<file path="config.mk">
export PLATFORM = sky130hd
export DESIGN_NAME = monitor_matriz_leds
export DESIGN_NICKNAME = d
export VERILOG_FILES = /design/src/rtl/monitor_matriz_leds.sv
export SDC_FILE = /design/constraint.sdc
export NUM_CORES = 1
export LEC_CHECK = 0
export BUFFER_PORTS_ARGS = -buffer_cell sky130_fd_sc_hd__buf_2
export CORE_ASPECT_RATIO = 1.4
export CORE_UTILIZATION = 58
export DETAILED_ROUTE_END_ITERATION = 16
export PLACE_DENSITY_LB_ADDON = 0.1
export SYNTH_ARGS = -nofsm -noshare
export SYNTH_HDL_FRONTEND = slang
export SYNTH_SLANG_ARGS = --single-unit
</file>
<file path="constraint.sdc">
create_clock -name clock_in -period 5.5 [get_ports clock_in]
set_clock_uncertainty 0.15 [all_clocks]
set_input_delay 0.55 -clock clock_in [delete_from_list [all_inputs] [get_ports clock_in]]
set_output_delay 0.55 -clock clock_in [all_outputs]
set_load 0.01 [all_outputs]
</file>
<file path="src/rtl/monitor_matriz_leds.sv">
// monitor_matriz_leds: rebuilds the 5x7 LED-matrix frame from sampled column strobes and row data.
module monitor_matriz_leds #(
  parameter int STABLE_CYCLES  = 4,
  parameter int TIMEOUT_CYCLES = 65536,
  parameter int TO_W           = 17
) (
  input  logic       clock_in,
  input  logic       reset_n,
  input  logic [4:0] col_n,
  input  logic [6:0] row,
  input  logic       clear_err,
  output logic [6:0] frame0,
  output logic [6:0] frame1,
  output logic [6:0] frame2,
  output logic [6:0] frame3,
  output logic [6:0] frame4,
  output logic       frame_valid,
  output logic [7:0] frame_count,
  output logic       scan_active,
  output logic       err_multi_col,
  output logic       err_order
);
  localparam int SW = (STABLE_CYCLES > 2) ? $clog2(STABLE_CYCLES) : 1;
  typedef enum logic {HUNT, CAPTURE} state_t;
  logic [1:0] rst_sync_q;
  logic rst_n;
  logic [4:0] col_meta_q, col_meta_d, col_sync_q, col_sync_d, col_prev_q, col_prev_d, acc_col_q, acc_col_d;
  logic [6:0] row_meta_q, row_meta_d, row_sync_q, row_sync_d, row_prev_q, row_prev_d, acc_row_q, acc_row_d;
  logic [SW-1:0] stable_q, stable_d;
  logic accept_q, accept_d, same;
  state_t state_q, state_d;
  logic [2:0] exp_col_q, exp_col_d, k;
  logic [4:0][6:0] shadow_q, shadow_d, frame_q, frame_d;
  logic frame_valid_q, frame_valid_d, scan_q, scan_d;
  logic err_multi_q, err_multi_d, err_order_q, err_order_d;
  logic [7:0] count_q, count_d;
  logic [TO_W-1:0] to_q, to_d;
  logic [4:0] zeros;
  logic single, multi;
  // Reset asserts immediately but releases only on a clock edge.
  always_ff @(posedge clock_in or negedge reset_n)
    if (!reset_n) rst_sync_q <= '0;
    else rst_sync_q <= {rst_sync_q[0], 1'b1};
  assign rst_n = rst_sync_q[1];
  always_comb begin
    col_meta_d = col_n;
    row_meta_d = row;
    col_sync_d = col_meta_q;
    row_sync_d = row_meta_q;
    col_prev_d = col_sync_q;
    row_prev_d = row_sync_q;
    same = {col_sync_q, row_sync_q} == {col_prev_q, row_prev_q};
    stable_d = !same ? '0 : (stable_q == SW'(STABLE_CYCLES - 1) ? stable_q : stable_q + 1'b1);
    accept_d = same && stable_q == SW'(STABLE_CYCLES - 2);
    acc_col_d = col_sync_q;
    acc_row_d = row_sync_q;
  end
  always_comb begin
    zeros = ~acc_col_q;
    single = $countones(zeros) == 1;
    multi = $countones(zeros) > 1;
    k = '0;
    for (int i = 0; i < 5; i++) if (zeros[i]) k = 3'(i);
  end
  always_comb begin
    state_d = state_q;
    exp_col_d = exp_col_q;
    shadow_d = shadow_q;
    frame_d = frame_q;
    frame_valid_d = 1'b0;
    count_d = count_q;
    scan_d = scan_q;
    err_multi_d = err_multi_q & ~clear_err;
    err_order_d = err_order_q & ~clear_err;
    to_d = (accept_q && single) ? '0 : (to_q == TO_W'(TIMEOUT_CYCLES) ? to_q : to_q + 1'b1);
    if (accept_q && multi) begin
      err_multi_d = 1'b1;
      state_d = HUNT;
      exp_col_d = '0;
    end else if (accept_q && single) begin
      if (state_q == HUNT) begin
        if (k == 3'd0) begin
          shadow_d[0] = acc_row_q;
          exp_col_d = 3'd1;
          state_d = CAPTURE;
        end
      end else if (k == exp_col_q) begin
        shadow_d[k] = acc_row_q;
        exp_col_d = exp_col_q + 3'd1;
        if (k == 3'd4) begin
          frame_d = shadow_d;
          frame_valid_d = 1'b1;
          count_d = count_q + 8'd1;
          scan_d = 1'b1;
          exp_col_d = '0;
        end
      end else begin
        err_order_d = 1'b1;
        if (k == 3'd0) begin
          shadow_d[0] = acc_row_q;
          exp_col_d = 3'd1;
        end else begin
          state_d = HUNT;
          exp_col_d = '0;
        end
      end
    end
    if (to_d == TO_W'(TIMEOUT_CYCLES)) begin
      scan_d = 1'b0;
      state_d = HUNT;
      exp_col_d = '0;
    end
  end
  always_ff @(posedge clock_in or negedge rst_n)
    if (!rst_n) begin
      col_meta_q <= '1;
      col_sync_q <= '1;
      col_prev_q <= '1;
      acc_col_q <= '1;
      row_meta_q <= '0;
      row_sync_q <= '0;
      row_prev_q <= '0;
      acc_row_q <= '0;
      stable_q <= '0;
      accept_q <= 1'b0;
      state_q <= HUNT;
      exp_col_q <= '0;
      shadow_q <= '0;
      frame_q <= '0;
      frame_valid_q <= 1'b0;
      count_q <= '0;
      scan_q <= 1'b0;
      err_multi_q <= 1'b0;
      err_order_q <= 1'b0;
      to_q <= '0;
    end else begin
      col_meta_q <= col_meta_d;
      col_sync_q <= col_sync_d;
      col_prev_q <= col_prev_d;
      acc_col_q <= acc_col_d;
      row_meta_q <= row_meta_d;
      row_sync_q <= row_sync_d;
      row_prev_q <= row_prev_d;
      acc_row_q <= acc_row_d;
      stable_q <= stable_d;
      accept_q <= accept_d;
      state_q <= state_d;
      exp_col_q <= exp_col_d;
      shadow_q <= shadow_d;
      frame_q <= frame_d;
      frame_valid_q <= frame_valid_d;
      count_q <= count_d;
      scan_q <= scan_d;
      err_multi_q <= err_multi_d;
      err_order_q <= err_order_d;
      to_q <= to_d;
    end
  assign frame0 = frame_q[0];
  assign frame1 = frame_q[1];
  assign frame2 = frame_q[2];
  assign frame3 = frame_q[3];
  assign frame4 = frame_q[4];
  assign frame_valid = frame_valid_q;
  assign frame_count = count_q;
  assign scan_active = scan_q;
  assign err_multi_col = err_multi_q;
  assign err_order = err_order_q;
endmodule

</file>
==> results_dict.tcl <==
set metrics [dict create \
    startpoint_type "flip-flop" \
    slew_headroom_pct 39.8 \
    clock.fmax_mhz 256 \
    cts_tree "built" \
    clock_power_share_pct 49.9 \
    dr.first_iter.drc_count 218 \
    diodes 0 \
    die_w_um 88.7 \
    status "finished, final reports clean" \
    powerDensity_nw_per_um2 322 \
    grt_max_degree 74 \
    combPwrFrac_pct 2.4 \
    syn2layout_area_growth_pct 15.9 \
    ff2ff_path_depth 9 \
    path_depth 9 \
    grt_overflow 0 \
    hold_viol_final 0 \
    wl_um 11500 \
    synth_seq_cells 141 \
    h-tree-depth 4 \
    peakVddDrop_uv 337 \
    dp_hpwl_um 7640 \
    cpMostUsedCell "fa_1" \
    fin_crit_sh_pct 71.0 \
    synth_area_um2 6110 \
    antenna_found_initial 0 \
    avgSynthCellArea_um2 11.8 \
    p_leak_nw 3.61 \
    num_vias 3929 \
    synth_cell_types 61 \
    critPathRequiredTime_ns 5.63 \
    ys_seq_area_share_pct 58.1 \
    cts_sinks 141 \
    final_nets 594 \
    hold_path_class "in -> reg" \
    clk_path_buf_depth 2 \
    r2r_slack_ns 1.60 \
    grt_pass1_wl_um 18400 \
    synth_cells 518 \
    clkSlewWorstSetupHoldPaths_ns 0.06 \
    crit_path_end_kind "flip-flop" \
    drt-wirelength-per-cell_um 16.0 \
    fp.dieArea_um2 10900 \
    crit_family "simple AND/OR/NAND/NOR gates" \
    place_congestion 0.829 \
    insertion_delay_ns 0.41 \
    internal_power_mw 1.81 \
    crit_fanout 18 \
    drcViolationCount 0 \
    ys.warnings.count 0 \
    root_buffer "clkbuf_16" \
    switchingPower_mw 0.471 \
    crit_type "reg -> reg" \
    crit_chain "fa_1 > inv_1 > fa_1 > ha_1 > and4bb_2 > nand2_1 > or3_1 > nor2_8 > mux2_1" \
    rsz0062_at_grt "no" \
    cpPeakStageDelay_ns 0.65 \
    syn_nets 542 \
    sw_frac_of_total_pct 20.7 \
    cts_buffers 17 \
    worstMarginPinSlew_ns 0.903 \
    timing.final.crit_period_ns 3.90 \
    io_buffers 61 \
    setup_viol 0 \
    crit_arrival_ns 4.04 \
    final_util_pct 68.7 \
    worst_setup_path_startpoint "acc_col_q[0]" \
    setup_tns_ns 0 \
    cap_violations 0 \
    num_rows 44 \
    grt_pass1_vias 3727 \
    post_dp_cell_area_um2 6450 \
    grt.total_usage_pct 22.8 \
    fp.dieH_um 123 \
    cp_num_buf_inv 1 \
    worstReg2RegEnd "shadow_q[20]" \
    synth_edf_count 0 \
    rr_startpoint "acc_col_q[0]" \
    ant_nets 0 \
    drv_slew 0 \
    power_frac_seq_pct 47.7 \
    worst_path_max_delay_cell "or3_1" \
    io_pins 62 \
    synth-async-reset-ratio_pct 100 \
    initial_core_util_pct 59.3 \
    finish.instance_area_um2 7080 \
    avgViaCountPerCell 5.45 \
    drive_gt1_share_pct 25.2 \
    first_pass_iters 4 \
    endpoint "shadow_q[20]" \
    core_area_um2 10300 \
    ys.flop_type "dfrtp_1" \
]
==> cells in the mapped netlist (3+ instances only) <==
cell type    n  area, um^2
dfrtp_1    126        3150
nand2_1     65         244
o21ai_0     36         180
mux2i_1     33         330
nor2_1      31         116
mux2_2      21         236
xor2_1      21         184
clkbuf_1    16        60.1
xnor2_1     16         140
dfstp_2     15         394
inv_1       14        52.6
nand3_1     10        50.1
nor4_1      10        62.6
nor3_1       8        40.0
a21oi_1      7        35.0
ha_1         7        87.6
mux2_1       7        78.8
buf_2        6        30.0
buf_4        6        45.0
nand4_1      6        37.5
and3_1       3        18.8
and4_1       3        26.3
nand2b_1     3        18.8
nand4b_1     3        26.3
nor2_8       3        60.1
==> worst reg2reg max path, cell delays in order (launching register included) <==
cell	delay, ns
dfstp_2	0.38
fa_1	0.52
inv_1	0.05
fa_1	0.36
ha_1	0.31
and4bb_2	0.57
nand2_1	0.18
or3_1	0.65
nor2_8	0.26
mux2_1	0.35
==> flip-flops by register name (all words and copies together), names as in the netlist <==
name / flops
state_q: 1
frame_valid: 1
to_q: 17
acc_row_q: 7
accept_q: 1
frame4: 7
err_multi_col: 1
col_meta_q: 5
scan_active: 1
frame0: 7
rst_sync_q: 2
stable_q: 2
exp_col_q: 3
frame2: 7
frame_count: 8
acc_row_d: 7
frame1: 7
acc_col_q: 5
err_order: 1
row_meta_q: 7
shadow_q: 32
acc_col_d: 5
frame3: 7
==> power by group through the flow <==
stage	Sequential, mW	Combinational (mW)	Clock, mW
final	1.09	0.0545	1.14
after global routing	1.09	0.0613	1.20
after CTS	1.09	0.0556	1.16
after detailed placement	1.11	0.0543	0
after global placement	1.10	0.0528	0
after floorplan	1.09	0.0408	0
==> per-layer routing <==
metal	GRT usage (%)	vias up	part of all wire (%)	wire, um
met1	29.1	1941	44	5070
met3	5.87	10	3.1	363
met2	38.5	89	52	5990
met5	0	-	0	0
li1	-	1889	-	-
met4	6.05	0	0.97	112
==> repair_timing <==
action / in CTS / in global routing
setup buffers: 0 / 0
gates resized for setup: 0 / 0
hold endpoints to repair: 2 / 0
hold buffers: 1 / 0
==> worst min-delay path by stage <==
stage                        startpoint       endpoint  slack [ns]  cells after the start
final                          col_n[1]  col_meta_q[1]        0.09                      1
after global routing           col_n[3]  col_meta_q[3]        0.08                      1
after CTS                      col_n[3]  col_meta_q[3]        0.08                      1
after detailed placement  row_meta_q[3]   acc_row_d[3]        0.18                      0
after global placement    row_meta_q[3]   acc_row_d[3]        0.18                      0
after floorplan                 reset_n  rst_sync_q[0]        0.10                      0
==> area by class of cell <==
class                           instances  area [um^2]
Clock buffer                           25          539
Clock inverter                          7         73.8
Fill cell                             776         3220
Inverter                               14         52.6
Multi-Input combinational cell        332         2360
Sequential cell                       141         3550
Tap cell                              138          173
Timing Repair Buffer                   64          330
==> per-stage QoR <==
stage,std cells,hold WS (ns),total power [mW],worst slack (ns)
6_report,721,0.0935,2.28,1.60
5_1_grt,721,0.0760,2.35,1.46
4_1_cts,721,0.0831,2.30,1.57
3_5_place_dp,688,0.185,1.16,1.59
3_3_place_gp,688,0.181,1.16,1.66
2_1_floorplan,518,0.104,1.14,1.16
==> placed cells by master, fill, tap and decap left out, types with 6 or more instances in the layout <==
cell	n
nor4_1	10
nand3_1	9
ha_1	7
buf_2	61
nor2_1	31
mux2_1	7
nor3_1	8
dfstp_2	15
dfrtp_1	125
clkbuf_16	20
mux2i_1	33
nand4_1	6
o21ai_0	36
nand2_1	65
a21oi_1	7
mux2_2	21
xnor2_1	16
inv_1	14
xor2_1	21
==> logic make-up (layout without fill, tap and decap cells) <==
logic type	after synthesis	after routing	share of synthesized area (%)
AO/OA/AOI/OAI	60	60	5.96
XOR/XNOR	37	37	5.31
adder cells (fa/ha/maj)	9	9	2.09
buffers and inverters	45	110	3.38
flip-flops	141	141	58.1
multiplexers	61	61	10.6
other	1	1	0.0614
AND/OR/NAND/NOR	164	164	14.5
Power figures use the tool's default switching activity.
